### src/rtl/ps2_key_sequencer.sv
// PS/2 receiver: synchroniser, frame FSM with timeout, E0/F0 prefix decoder,
// Shift+Alt layout toggle and a show-ahead event FIFO. Optional macro: PS2_PARITY_CHECK_EN.
module ps2_key_sequencer #(
  parameter int TIMEOUT_CYCLES = 50000,
  parameter int FIFO_DEPTH     = 4
) (
  input  logic       clk,
  input  logic       rst,
  input  logic       ps2_clk_i,
  input  logic       ps2_data_i,
  output logic       evt_valid_o,
  input  logic       evt_ready_i,
  output logic [7:0] evt_code_o,
  output logic       evt_break_o,
  output logic       evt_ext_o,
  output logic       lang_o,
  output logic       frame_err_o,
  output logic       ovf_o
);
  // state  | meaning
  // IDLE   | waiting for a start bit
  // DATA   | shifting in 8 data bits, LSB first
  // PARITY | capturing the parity bit
  // STOP   | checking stop bit (and parity) before releasing the byte
  typedef enum logic [1:0] {IDLE, DATA, PARITY, STOP} frame_state_e;

  localparam int AW = $clog2(FIFO_DEPTH);
  localparam int CW = AW + 1;
  localparam int TW = $clog2(TIMEOUT_CYCLES);

  logic [1:0]   clk_sync_q, data_sync_q;
  logic         clk_prev_q;
  logic         fe, rx_bit;
  frame_state_e state_q;
  logic [2:0]   bitcnt_q;
  logic [7:0]   shift_q;
  logic [TW-1:0] tmo_q;
  logic         byte_rdy_q, frame_err_q;
  logic         par_ok;
`ifdef PS2_PARITY_CHECK_EN
  logic         par_q;
`endif

  always_ff @(posedge clk) begin
    if (rst) begin
      clk_sync_q  <= 2'b11;
      data_sync_q <= 2'b11;
      clk_prev_q  <= 1'b1;
    end else begin
      clk_sync_q  <= {clk_sync_q[0], ps2_clk_i};
      data_sync_q <= {data_sync_q[0], ps2_data_i};
      clk_prev_q  <= clk_sync_q[1];
    end
  end

  assign fe     = clk_prev_q & ~clk_sync_q[1];
  assign rx_bit = data_sync_q[1];

`ifdef PS2_PARITY_CHECK_EN
  assign par_ok = ^{shift_q, par_q};
`else
  assign par_ok = 1'b1;
`endif

  always_ff @(posedge clk) begin
    if (rst) begin
      state_q     <= IDLE;
      bitcnt_q    <= '0;
      shift_q     <= '0;
      tmo_q       <= '0;
      byte_rdy_q  <= 1'b0;
      frame_err_q <= 1'b0;
`ifdef PS2_PARITY_CHECK_EN
      par_q       <= 1'b0;
`endif
    end else begin
      byte_rdy_q  <= 1'b0;
      frame_err_q <= 1'b0;
      if (fe || state_q == IDLE) tmo_q <= '0;
      else                       tmo_q <= tmo_q + 1'b1;
      if (fe) begin
        case (state_q)
          IDLE: begin
            if (!rx_bit) begin
              state_q  <= DATA;
              bitcnt_q <= '0;
            end else begin
              frame_err_q <= 1'b1;
            end
          end
          DATA: begin
            shift_q  <= {rx_bit, shift_q[7:1]};
            bitcnt_q <= bitcnt_q + 3'd1;
            if (bitcnt_q == 3'd7) state_q <= PARITY;
          end
          PARITY: begin
`ifdef PS2_PARITY_CHECK_EN
            par_q   <= rx_bit;
`endif
            state_q <= STOP;
          end
          default: begin
            state_q <= IDLE;
            if (rx_bit && par_ok) byte_rdy_q  <= 1'b1;
            else                  frame_err_q <= 1'b1;
          end
        endcase
      end else if (state_q != IDLE && tmo_q == TW'(TIMEOUT_CYCLES - 1)) begin
        // Partial byte is simply abandoned; byte_rdy never fires for it.
        state_q     <= IDLE;
        frame_err_q <= 1'b1;
      end
    end
  end

  logic          ext_pend_q, brk_pend_q, shift_held_q, alt_held_q, lang_q, ovf_q;
  logic [9:0]    mem_q [FIFO_DEPTH];
  logic [AW-1:0] wr_ptr_q, rd_ptr_q;
  logic [CW-1:0] count_q;
  logic          is_ext, is_brk, is_drop, push, pop, full, wr_en, make;
  logic [9:0]    head;

  always_comb begin
    is_ext  = (shift_q == 8'hE0);
    is_brk  = (shift_q == 8'hF0);
    is_drop = shift_q inside {8'hAA, 8'hFA, 8'hEE, 8'hFE, 8'h00, 8'hFF};
    push    = byte_rdy_q && !is_ext && !is_brk && !is_drop;
    make    = !brk_pend_q;
    full    = (count_q == CW'(FIFO_DEPTH));
    pop     = evt_valid_o && evt_ready_i;
    wr_en   = push && (!full || pop);
  end

  always_ff @(posedge clk) begin
    if (rst) begin
      ext_pend_q   <= 1'b0;
      brk_pend_q   <= 1'b0;
      shift_held_q <= 1'b0;
      alt_held_q   <= 1'b0;
      lang_q       <= 1'b0;
      ovf_q        <= 1'b0;
      wr_ptr_q     <= '0;
      rd_ptr_q     <= '0;
      count_q      <= '0;
    end else begin
      if (byte_rdy_q) begin
        if (is_ext)      ext_pend_q <= 1'b1;
        else if (is_brk) brk_pend_q <= 1'b1;
        else begin
          ext_pend_q <= 1'b0;
          brk_pend_q <= 1'b0;
        end
      end
      // Held tracking runs even when the FIFO drops the event.
      if (push && !ext_pend_q) begin
        if (shift_q == 8'h12 || shift_q == 8'h59) shift_held_q <= make;
        if (shift_q == 8'h11) begin
          alt_held_q <= make;
          if (make && !alt_held_q && shift_held_q) lang_q <= ~lang_q;
        end
      end
      if (push && full && !pop) ovf_q <= 1'b1;
      if (wr_en) wr_ptr_q <= wr_ptr_q + 1'b1;
      if (pop)   rd_ptr_q <= rd_ptr_q + 1'b1;
      case ({wr_en, pop})
        2'b10:   count_q <= count_q + 1'b1;
        2'b01:   count_q <= count_q - 1'b1;
        default: count_q <= count_q;
      endcase
    end
  end

  always_ff @(posedge clk) begin
    if (wr_en) mem_q[wr_ptr_q] <= {ext_pend_q, brk_pend_q, shift_q};
  end

  assign head        = mem_q[rd_ptr_q];
  assign evt_valid_o = (count_q != '0);
  assign evt_code_o  = evt_valid_o ? head[7:0] : 8'h00;
  assign evt_break_o = evt_valid_o & head[8];
  assign evt_ext_o   = evt_valid_o & head[9];
  assign lang_o      = lang_q;
  assign frame_err_o = frame_err_q;
  assign ovf_o       = ovf_q;
endmodule
### config.mk
export PLATFORM = sky130hd
export DESIGN_NAME = ps2_key_sequencer
export DESIGN_NICKNAME = d
export VERILOG_FILES = /design/src/rtl/ps2_key_sequencer.sv
export SDC_FILE = /design/constraint.sdc
export NUM_CORES = 1
export LEC_CHECK = 0
export CORE_MARGIN = 2
export CORE_UTILIZATION = 45
export CTS_CLUSTER_SIZE = 24
export DETAILED_ROUTE_END_ITERATION = 8
export REMOVE_ABC_BUFFERS = 1
export SYNTH_ARGS = -nofsm -noshare
export SYNTH_HDL_FRONTEND = slang
export SYNTH_SLANG_ARGS = --single-unit
### constraint.sdc
create_clock -name clk -period 4.5 [get_ports clk]
set_input_delay 1.125 -clock clk [delete_from_list [all_inputs] [get_ports clk]]
set_output_delay 1.125 -clock clk [all_outputs]
set_load 0.02 [all_outputs]
**Word-level counts from Yosys, hierarchy flattened**

Memory sizes are Yosys's and may differ from the RTL's. A register that Yosys moved wholly into a read port is not among the register bits.
Cells that the tools add are included.

- Bitwise operators: 7
- Order comparisons: 0
- Shifts and indexed selects: 0
- Divide/modulo/power cells: 0
- Multipliers: 0
- Multiplexer cells: 21
- Add/subtract/negate cells: 6
- Equality and inequality tests: 21
- Reductions and logical operators: 41

Operators with widths:

| operator | number |
|---|---|
| $eq 8x8->1 const B | 7 |
| $add 16x1->16 const B | 1 |
| $eq 16x16->1 const B | 1 |
| $eq 8x5->1 const B | 2 |
| $mux 2 | 6 |
| $pmux 3 s2 | 2 |
| $logic_and 1x1->1 | 11 |
| $reduce_and 2->1 | 5 |
| $mux 1 | 9 |
| $reduce_and 3->1 | 3 |
| $eq 8x7->1 const B | 1 |
| $logic_not 1->1 | 8 |
| $logic_not 8->1 | 1 |
| $mux 8 | 1 |
| $reduce_bool 2->1 | 4 |
| $add 3x1->3 const B | 2 |
| $eq 3x3->1 const B | 2 |
| $ne 3x3->1 const B | 2 |
| $pmux 2 s3 | 1 |
| $reduce_bool 6->1 | 1 |
| $reduce_or 5->1 | 1 |
| $add 2x1->2 const B | 2 |
| $eq 2x1->1 const B | 2 |
| $eq 2x2->1 const B | 2 |
| other kinds (10) | 19 |

- Bits in writable memories: 40
- Output and inout bits: 14
- Bits in latches: 0
- ROM bits: 0
- Bits in registers: 49
- Memories: 1

Memory list:

| memory | words | bits a word | read ports | clocked after memory_dff | write ports | RTL line | source |
|---|---|---|---|---|---|---|---|
| mem_q | 4 | 10 | 1 | 1 | 1 | 117 | `logic [9:0] mem_q [FIFO_DEPTH];` |

**Longest topological paths before layout**

Gate-level depths: netlist of run 1.

- Depth after elaboration: 8
- Depth in mapped cells: 11
- Gate-level depth less buffers: 9

**Worst setup path before layout of run 1**

Ideal clock, no wire load.

- Path kind: input to register
- Start point: in evt_ready_i
- End point: reg count_q[2]
- Setup slack: 1.862 ns
- Arrival: 2.517 ns
- Setup time: 0.121 ns
- Stages: 5
- Path buffers: 1
- Cell sequence: or4b_2 -> clkbuf_1 -> and3_1 -> mux2i_1 -> mux2_2

- Word-level cells in the longest chain between the ends: 5

RTL lines:

| item | RTL line | source |
|---|---|---|
| start: declaration | 12 | `input logic evt_ready_i,` |
| $logic_and 1x1->1 * | 130 | `pop = evt_valid_o && evt_ready_i;` |
| $logic_or 1x1->1 | 131 | `wr_en = push && (!full \|\| pop);` |
| $logic_and 1x1->1 | 131 |  |
| $eq 2x1->1 or $eq 2x2->1 (tied branches) | 165 | `case ({wr_en, pop})` |
| $pmux 3 s2 or $reduce_bool 2->1 (tied branches) | - |  |
| end signal: assignment | 166 | `2'b10: count_q <= count_q + 1'b1;` |
| end signal: assignment | 167 | `2'b01: count_q <= count_q - 1'b1;` |
| end signal: assignment | 168 | `default: count_q <= count_q;` |
| end: declaration | 119 | `logic [CW-1:0] count_q;` |

Mark *: on every way between the ends. The rest lies on a longest branch, timed or not.
A chain may end at the register's enable or synchronous reset.

==> flow_summary.yaml, run 1 <==
global_route:
  gr-usage-met1: 0.2054
  antenna_found_initial: 0
  grt_pass1_wl_mm: 11.33
  grt_use_met2: 0.2302
  grt_busiest_layer: "met2"
  grt_max_degree: 27
  grt-ovfl-total: 0
  first_global_vias: 2333
  grt_util_all_layers: 0.1482
  grtUsageMet3: 0.02878
outcome:
  status: "finished clean"
hold_path:
  hold_path_end: "clk_sync_q[1]$_SDFF_PP1_"
  min_path_cells: 1
  min_from: "clk_sync_q[0]$_SDFF_PP1_"
  hold_path_class: "register to register"
synth:
  synth-edff-count: 40
  ys_seq_area_frac: 0.5687
  syn_area_um2: 3907
  ys_async_sr_fraction: 0
  syn_area_per_cell_um2: 11.46
  synth.top_cells.by_area: "edfxtp_1, dfxtp_1, mux4_2"
  synth_ff_type: "dfxtp_1"
  synth_largest_area_cell: "edfxtp_1"
  synth_cell_type_count: 47
  ys_ff_latch: 91
  syn_inst: 341
  synth.top_cell.area_share: 0.3074
  yosys_warnings: 0
critical_path:
  cp_max_fo: 10
  r2r_end: "count_q[1]$_SDFFE_PP0P_"
  r2r_slack_ns: 1.86
  critPathLaunchType: "register"
  rr_startpoint: "shift_q[4]$_SDFFE_PP0P_"
  end_kind: "output pin"
  critPathKind: "register to output pin"
  r2r_cells: 10
  worst_ep_required_time_ns: 3.38
  cp.arrival_ns: 2.35
placement:
  hpwl_mm: 4.555
  io_buffers: 18
  place.gp.congestion: 0.7444
drt:
  drc_errors: 0
  drt-vias-per-instance: 5.380
  wire_per_inst_um: 14.44
  first_iter_violations: 153
  num_vias: 2507
  wl_mm: 6.728
  dr.pass1.iters: 4
  detail-route-antenna-nets: 0
floorplanning:
  core_um2: 8299
  initial_core_util: 0.4708
  placementRows: 33
  io_pins: 19
  die_h_um: 97.19
  die_area_um2: 9445
  die_w_um: 97.19
clocking:
  cts_resized: 0
  postCtsSetupBuffers: 0
  root_buffer: "clkbuf_8"
  clockBufferDepth: 2
  clock-sinks: 91
  htreeDepth: 3
  path_clk_slew_ns: 0.09
  cts_tree: "built"
  clock_latency_ns: 0.35
  cts_made_buffers: 9
  cts_hold_buf: 0
sta:
  fin_crit_ns: 3.474
  max_freq_ghz: 0.2879
  setup_tns_ns: 0
  min_period_over_period: 0.7719
  relSlewSlack: 0.3612
  drv_slew: 0
  clock_skew_ns: 0.01213
  finalHoldViolCount: 0
  rsz0062_at_grt: "no"
  worstMarginPinSlew_ns: 0.9562
  setup_violations: 0
pwr:
  p_seq_frac: 0.516
  clkPwrFrac: 0.341
  cell_internal_pwr_mw: 1.310
  p_sw_uw: 433.0
  swShare: 0.2484
  power_mw: 1.743
  power_frac_comb: 0.144
  power_leakage_nw: 1.460
  power_density_nw_per_um2: 397.2
  irDropWorstVdd_v: 0.0001571
final_layout:
  area_growth_syn_to_layout_pct: 12.33
  fin_nets: 373
  diodes: 0
  final_cell_mix: "dfxtp_1, edfxtp_1, nor2_1, nand2_1, a21oi_1"
  layout-drive-gt1-share: 0.1136
  layout_commonest_cell: "dfxtp_1"
job:
  max-cap-violations: 0
[state kept, by name, indices dropped and copies added, names as in the netlist, 2 cells and up, named ones only]
signal       flops
wr_ptr_q         2
state_q          2
data_sync_q      2
tmo_q           16
bitcnt_q         3
count_q          3
rd_ptr_q         2
mem_q           40
shift_q          8
clk_sync_q       2
[area by class of cell]
type | count | area [um^2]
Fill cell | 724 | 3910
Sequential cell | 91 | 2222
Multi-Input combinational cell | 224 | 1577
Timing Repair Buffer | 21 | 202.7
Clock buffer | 12 | 166.4
Tap cell | 105 | 131.4
Clock inverter | 4 | 56.30
Inverter | 9 | 33.78
[worst max path at each step]
stage	from	to	cells after the start
after floorplan	evt_ready_i	count_q[2]$_SDFFE_PP0P_	4
after global placement	evt_ready_i	count_q[2]$_SDFFE_PP0P_	5
after detailed placement	evt_ready_i	count_q[2]$_SDFFE_PP0P_	5
after CTS	register	evt_code_o[5]	3
after global routing	register	evt_code_o[1]	3
final	register	evt_code_o[5]	3
[worst max-delay path, stage by stage (launching register included)]
cell and delay [ns]:
dfxtp_1 0.73, mux4_2 0.58, and2_1 0.16, clkdlybuf4s50_1 0.53
[synth_stat cells, drive strengths merged (2+ instances only)]
master,instances
or3,5
mux2,2
nor4b,3
o21ai,9
mux2i,3
mux4,10
xor2,7
nand2,22
a32oi,2
dfxtp,51
nor2b,5
or2,5
nor2,35
and2,12
or4,6
edfxtp,40
nand3,19
buf,5
nand4b,4
nor4,3
clkbuf,12
a31oi,2
and3,7
and4,3
ha,11
nand3b,2
xnor2,7
nand4,4
inv,9
nand2b,2
a21oi,22
[routing by layer]
layer	up-vias	part of all wire
li1	1267	-
met1	1197	0.50
met2	36	0.46
met3	7	0.033
met4	0	0.012
met5	-	0
[cell families (layout without fill, tap and decap cells)]
kind of cell | after synthesis | after routing | synth area share
XOR/XNOR | 14 | 14 | 0.03138
AND/OR/NAND/NOR | 141 | 141 | 0.1950
AO/OA/AOI/OAI | 42 | 42 | 0.06564
multiplexers | 15 | 15 | 0.07109
buffers and inverters | 26 | 46 | 0.02785
flip-flops | 91 | 91 | 0.5687
adder cells (fa/ha/maj) | 12 | 12 | 0.04035
[power by group through the flow]
stage / sequential, mW / clock, mW / combinational (mW)
global route: 0.905 / 0.637 / 0.273
CTS: 0.901 / 0.603 / 0.254
detailed placement: 0.920 / 0 / 0.254
floorplan: 0.913 / 0 / 0.157
finish: 0.899 / 0.594 / 0.250
global placement: 0.918 / 0 / 0.248
[per-stage QoR]
| stage | util | hold WS [ns] | instance area [um^2] | std cells | setup WS, ns |
|---|---|---|---|---|---|
| floorplan | - | 0.3895 | 3832 | 324 | 1.912 |
| global placement | 0.5020 | 0.3940 | 4167 | 450 | 1.349 |
| detailed placement | 0.5020 | 0.3974 | 4167 | 450 | 1.325 |
| CTS | 0.5289 | 0.4152 | 4389 | 466 | 0.9500 |
| global route | 0.5289 | 0.4303 | 4389 | 466 | 0.8232 |
| finish | 0.5289 | 0.4112 | 4389 | 466 | 1.027 |
No activity file was read; power rests on OpenSTA's default activity.
==> run 2: changes to the inputs <==
- clock period: 4.5 -> 3.2 ns (I/O delays scaled with it)
==> flow_summary.yaml, run 2 (same netlist as run 1, synthesis figures left out) <==
drt:
  wl_mm: 6.684
  dr.pass1.iters: 4
  detail-route-antenna-nets: 0
  num_vias: 2524
  drt-vias-per-instance: 5.405
  drc_errors: 0
  wire_per_inst_um: 14.31
  first_iter_violations: 123
pwr:
  irDropWorstVdd_v: 0.0002536
  power_density_nw_per_um2: 553.9
  power_leakage_nw: 1.454
  power_mw: 2.429
clocking:
  clockBufferDepth: 2
  postCtsSetupBuffers: 0
  clock_latency_ns: 0.36
  root_buffer: "clkbuf_8"
  htreeDepth: 3
  cts_made_buffers: 9
  cts_resized: 0
  cts_tree: "built"
  cts_hold_buf: 0
  path_clk_slew_ns: 0.09
  clock-sinks: 91
placement:
  hpwl_mm: 4.554
  dp.cells: 451
  place.gp.congestion: 0.7318
  place_area_um2: 4174
  pre_cts_slack_ns: 0.3542
  io_buffers: 18
critical_path:
  crit_slowest_cell: "mux4_2"
  crit_cells: 4
  critPathMaxStageDelay_ns: 0.54
  cp.arrival_ns: 2.13
  end_kind: "output pin"
  worst_ep_required_time_ns: 2.40
  cp_top_family: "buffers and inverters"
  critPathLaunchType: "register"
  cp_max_fo: 10
  r2r_cells: 7
  worst-path-buf-inv: 2
  critPathKind: "register to output pin"
  path_cells: "buf_4, mux4_2, and2_1, clkdlybuf4s50_1"
final_layout:
  area_growth_syn_to_layout_pct: 12.23
  final_cell_mix: "dfxtp_1, edfxtp_1, nor2_1, nand2_1, a21oi_1"
  fin_nets: 374
  design_area_um2: 4385
  fin_util: 0.5284
  layout_commonest_cell: "dfxtp_1"
  fin_cells: 467
  diodes: 0
  top_regs: "mem_q x40, tmo_q x16, shift_q x8"
  regMostFlops: "mem_q"
  layout-drive-gt1-share: 0.1160
  largest_register_ffs: 40
global_route:
  first_global_vias: 2298
  grt_pass1_wl_mm: 11.40
  grt_util_all_layers: 0.1522
  grt-ovfl-total: 0
  grt_max_degree: 22
  antenna_found_initial: 0
sta:
  fin_crit_ns: 2.931
  rsz0062_at_grt: "no"
  setup_tns_ns: 0
  clock_skew_ns: 0.009970
  hold_slack_ns: 0.4150
  setup_ws_ns: 0.2688
  drv_slew: 0
  min_period_over_period: 0.9160
  setup_violations: 0
  relSlewSlack: 0.3434
  worstMarginPinSlew_ns: 0.9829
  finalHoldViolCount: 0
  max_freq_ghz: 0.3412
floorplanning:
  die_w_um: 97.19
  io_pins: 19
  core_um2: 8299
  placementRows: 33
  initial_core_util: 0.4708
  die_area_um2: 9445
  die_h_um: 97.19
outcome:
  status: "finished clean"
hold_path:
  min_path_cells: 1
  hold_path_class: "register to register"
job:
  max-cap-violations: 0
run 2: routing by layer:
| metal | vias up | share of wire | global-route usage |
|---|---|---|---|
| met1 | 1190 | 0.51 | 0.2211 |
| met4 | 0 | 0.023 | 0.06717 |
| li1 | 1267 | - | - |
| met5 | - | 0 | 0 |
| met2 | 51 | 0.42 | 0.2142 |
| met3 | 16 | 0.045 | 0.03957 |
run 2: power by group:
| part | total, mW | internal, mW | switching, mW |
|---|---|---|---|
| clock network | 0.809 | 0.410 | 0.399 |
| logic | 0.376 | 0.190 | 0.187 |
| registers | 1.24 | 1.22 | 0.0212 |
run 2: cell type report:
| class | count | area (um^2) |
|---|---|---|
| clock buffer | 11 | 152.6 |
| tap | 105 | 131.4 |
| inverter | 9 | 33.78 |
| timing repair buffer | 22 | 210.2 |
| fill | 730 | 3914 |
| sequential | 91 | 2222 |
| multi-input combinational | 224 | 1577 |
| clock inverter | 5 | 58.81 |
run 2: worst register-to-register path: stages (launching register included):
cell	delay, ns
dfxtp_1	0.40
or3_1	0.54
nand2_1	0.27
nor2_1	0.08
fa_1	0.37
and3_1	0.16
mux2i_1	0.13
mux2_2	0.35
run 2: path summary, 6_finish.rpt:
check | start | endpoint | slack, ns
worst max-delay path | register | evt_code_o[5] | 0.27
worst min-delay path | clk_sync_q[0]$_SDFF_PP1_ | clk_sync_q[1]$_SDFF_PP1_ | 0.41
worst max register to register | count_q[0]$_SDFFE_PP0P_ | count_q[2]$_SDFFE_PP0P_ | 0.80
worst min register to register | clk_sync_q[0]$_SDFF_PP1_ | clk_sync_q[1]$_SDFF_PP1_ | 0.41
==> run 3: changes to the inputs <==
- clock period: 3.2 -> 3.6 ns (I/O delays scaled with it)
==> flow_summary.yaml, run 3 (same netlist as run 1, synthesis figures left out) <==
outcome:
  status: "finished clean"
pwr:
  power_density_nw_per_um2: 487.0
  swShare: 0.2564
  clkPwrFrac: 0.321
  power_leakage_nw: 1.451
  p_sw_uw: 546.2
  p_seq_frac: 0.523
  power_frac_comb: 0.156
  irDropWorstVdd_v: 0.0002047
  power_mw: 2.130
  cell_internal_pwr_mw: 1.584
sta:
  clock_skew_ns: 0.01024
  worstMarginPinSlew_ns: 0.9834
  max_freq_ghz: 0.3140
  min_period_over_period: 0.8847
  fin_crit_ns: 3.185
  finalHoldViolCount: 0
  rsz0062_at_grt: "no"
  setup_tns_ns: 0
  drv_slew: 0
  setup_violations: 0
  relSlewSlack: 0.3430
critical_path:
  critPathMaxStageDelay_ns: 0.53
  critPathKind: "register to output pin"
  worst_ep_required_time_ns: 2.70
  critPathLaunchType: "register"
  crit_slowest_cell: "clkdlybuf4s50_1"
  end_kind: "output pin"
  cp_max_fo: 6
  cp.arrival_ns: 2.29
  path_cells: "buf_4, mux4_2, and2_1, clkdlybuf4s50_1"
drt:
  wire_per_inst_um: 14.30
  drc_errors: 0
  dr.pass1.iters: 4
  detail-route-antenna-nets: 0
  first_iter_violations: 140
  drt-vias-per-instance: 5.435
  num_vias: 2538
  wl_mm: 6.679
clocking:
  clock_latency_ns: 0.35
  cts_tree: "built"
  postCtsSetupBuffers: 0
  clock-sinks: 91
  htreeDepth: 3
  clockBufferDepth: 2
  cts_made_buffers: 9
  root_buffer: "clkbuf_8"
  path_clk_slew_ns: 0.09
  cts_hold_buf: 0
  cts_resized: 0
final_layout:
  final_cell_mix: "dfxtp_1, edfxtp_1, nor2_1, nand2_1, a21oi_1"
  fin_nets: 374
  layout_commonest_cell: "dfxtp_1"
  nFillCells: 726
  layout-drive-gt1-share: 0.1160
  regMostFlops: "mem_q"
  top_regs: "mem_q x40, tmo_q x16, shift_q x8"
  area_growth_syn_to_layout_pct: 11.94
  largest_register_ffs: 40
  diodes: 0
hold_path:
  hold_path_class: "register to register"
floorplanning:
  initial_core_util: 0.4708
  die_w_um: 97.19
  placementRows: 33
  die_area_um2: 9445
  io_pins: 19
  die_h_um: 97.19
  core_um2: 8299
global_route:
  first_global_vias: 2374
  antenna_found_initial: 0
  grt_pass1_wl_mm: 11.47
  grt_util_all_layers: 0.1497
  grt-ovfl-total: 0
  grt_max_degree: 23
placement:
  hpwl_mm: 4.622
  io_buffers: 18
  place.gp.congestion: 0.7484
job:
  max-cap-violations: 0
run 3: layout make-up:
type / instances / area [um^2] / share of cell area
clock buffers: 10 / 127.6 / 0.02918
inverters: 9 / 33.78 / 0.007723
flip-flops and latches: 91 / 2222 / 0.5080
multi-input cells: 224 / 1577 / 0.3604
well taps: 105 / 131.4 / 0.03003
repair buffers: 22 / 210.2 / 0.04805
clock inverters: 6 / 72.57 / 0.01659
run 3: per-stage QoR:
stage                     hold slack (ns)    util  worst slack, ns  cell area [um^2]  std cells
after global placement             0.3920  0.5029           0.6948              4174        451
after detailed placement           0.3937  0.5029           0.6701              4174        451
after floorplan                    0.3895       -            1.076              3832        324
after CTS                          0.4119  0.5271           0.3638              4374        467
after global routing               0.4284  0.5271           0.2662              4374        467
final                              0.4161  0.5271           0.4150              4374        467
run 3: per-layer routing:
layer  global-route usage  vias up  share of wire
li1                     -     1266              -
met1               0.2152     1228           0.51
met2               0.2270       35           0.45
met3              0.02878        9          0.031
met4              0.05309        0          0.014
met5                    0        -              0
run 3: power by group through the flow:
stage	combinational, mW	sequential, mW	clock, mW
final	0.332	1.11	0.685
after global routing	0.362	1.12	0.744
after CTS	0.337	1.11	0.697
after detailed placement	0.337	1.14	0
after global placement	0.333	1.14	0
after floorplan	0.197	1.14	0
run 3: worst max-delay path: cells and delay by family, from the launching register on:
kind          cells  cell delay, ns
buf+inv           2            0.78
flops             1            0.51
mux               1            0.50
simple gates      1            0.16
run 3: final timing paths:
path,start,to,slack (ns),cells past startpoint
setup / recovery,register,evt_break_o,0.41,4
hold reg to reg,clk_sync_q[0]$_SDFF_PP1_,clk_sync_q[1]$_SDFF_PP1_,0.42,1
setup reg to reg,shift_q[4]$_SDFFE_PP0P_,count_q[1]$_SDFFE_PP0P_,1.03,10
hold / removal,clk_sync_q[0]$_SDFF_PP1_,clk_sync_q[1]$_SDFF_PP1_,0.42,1
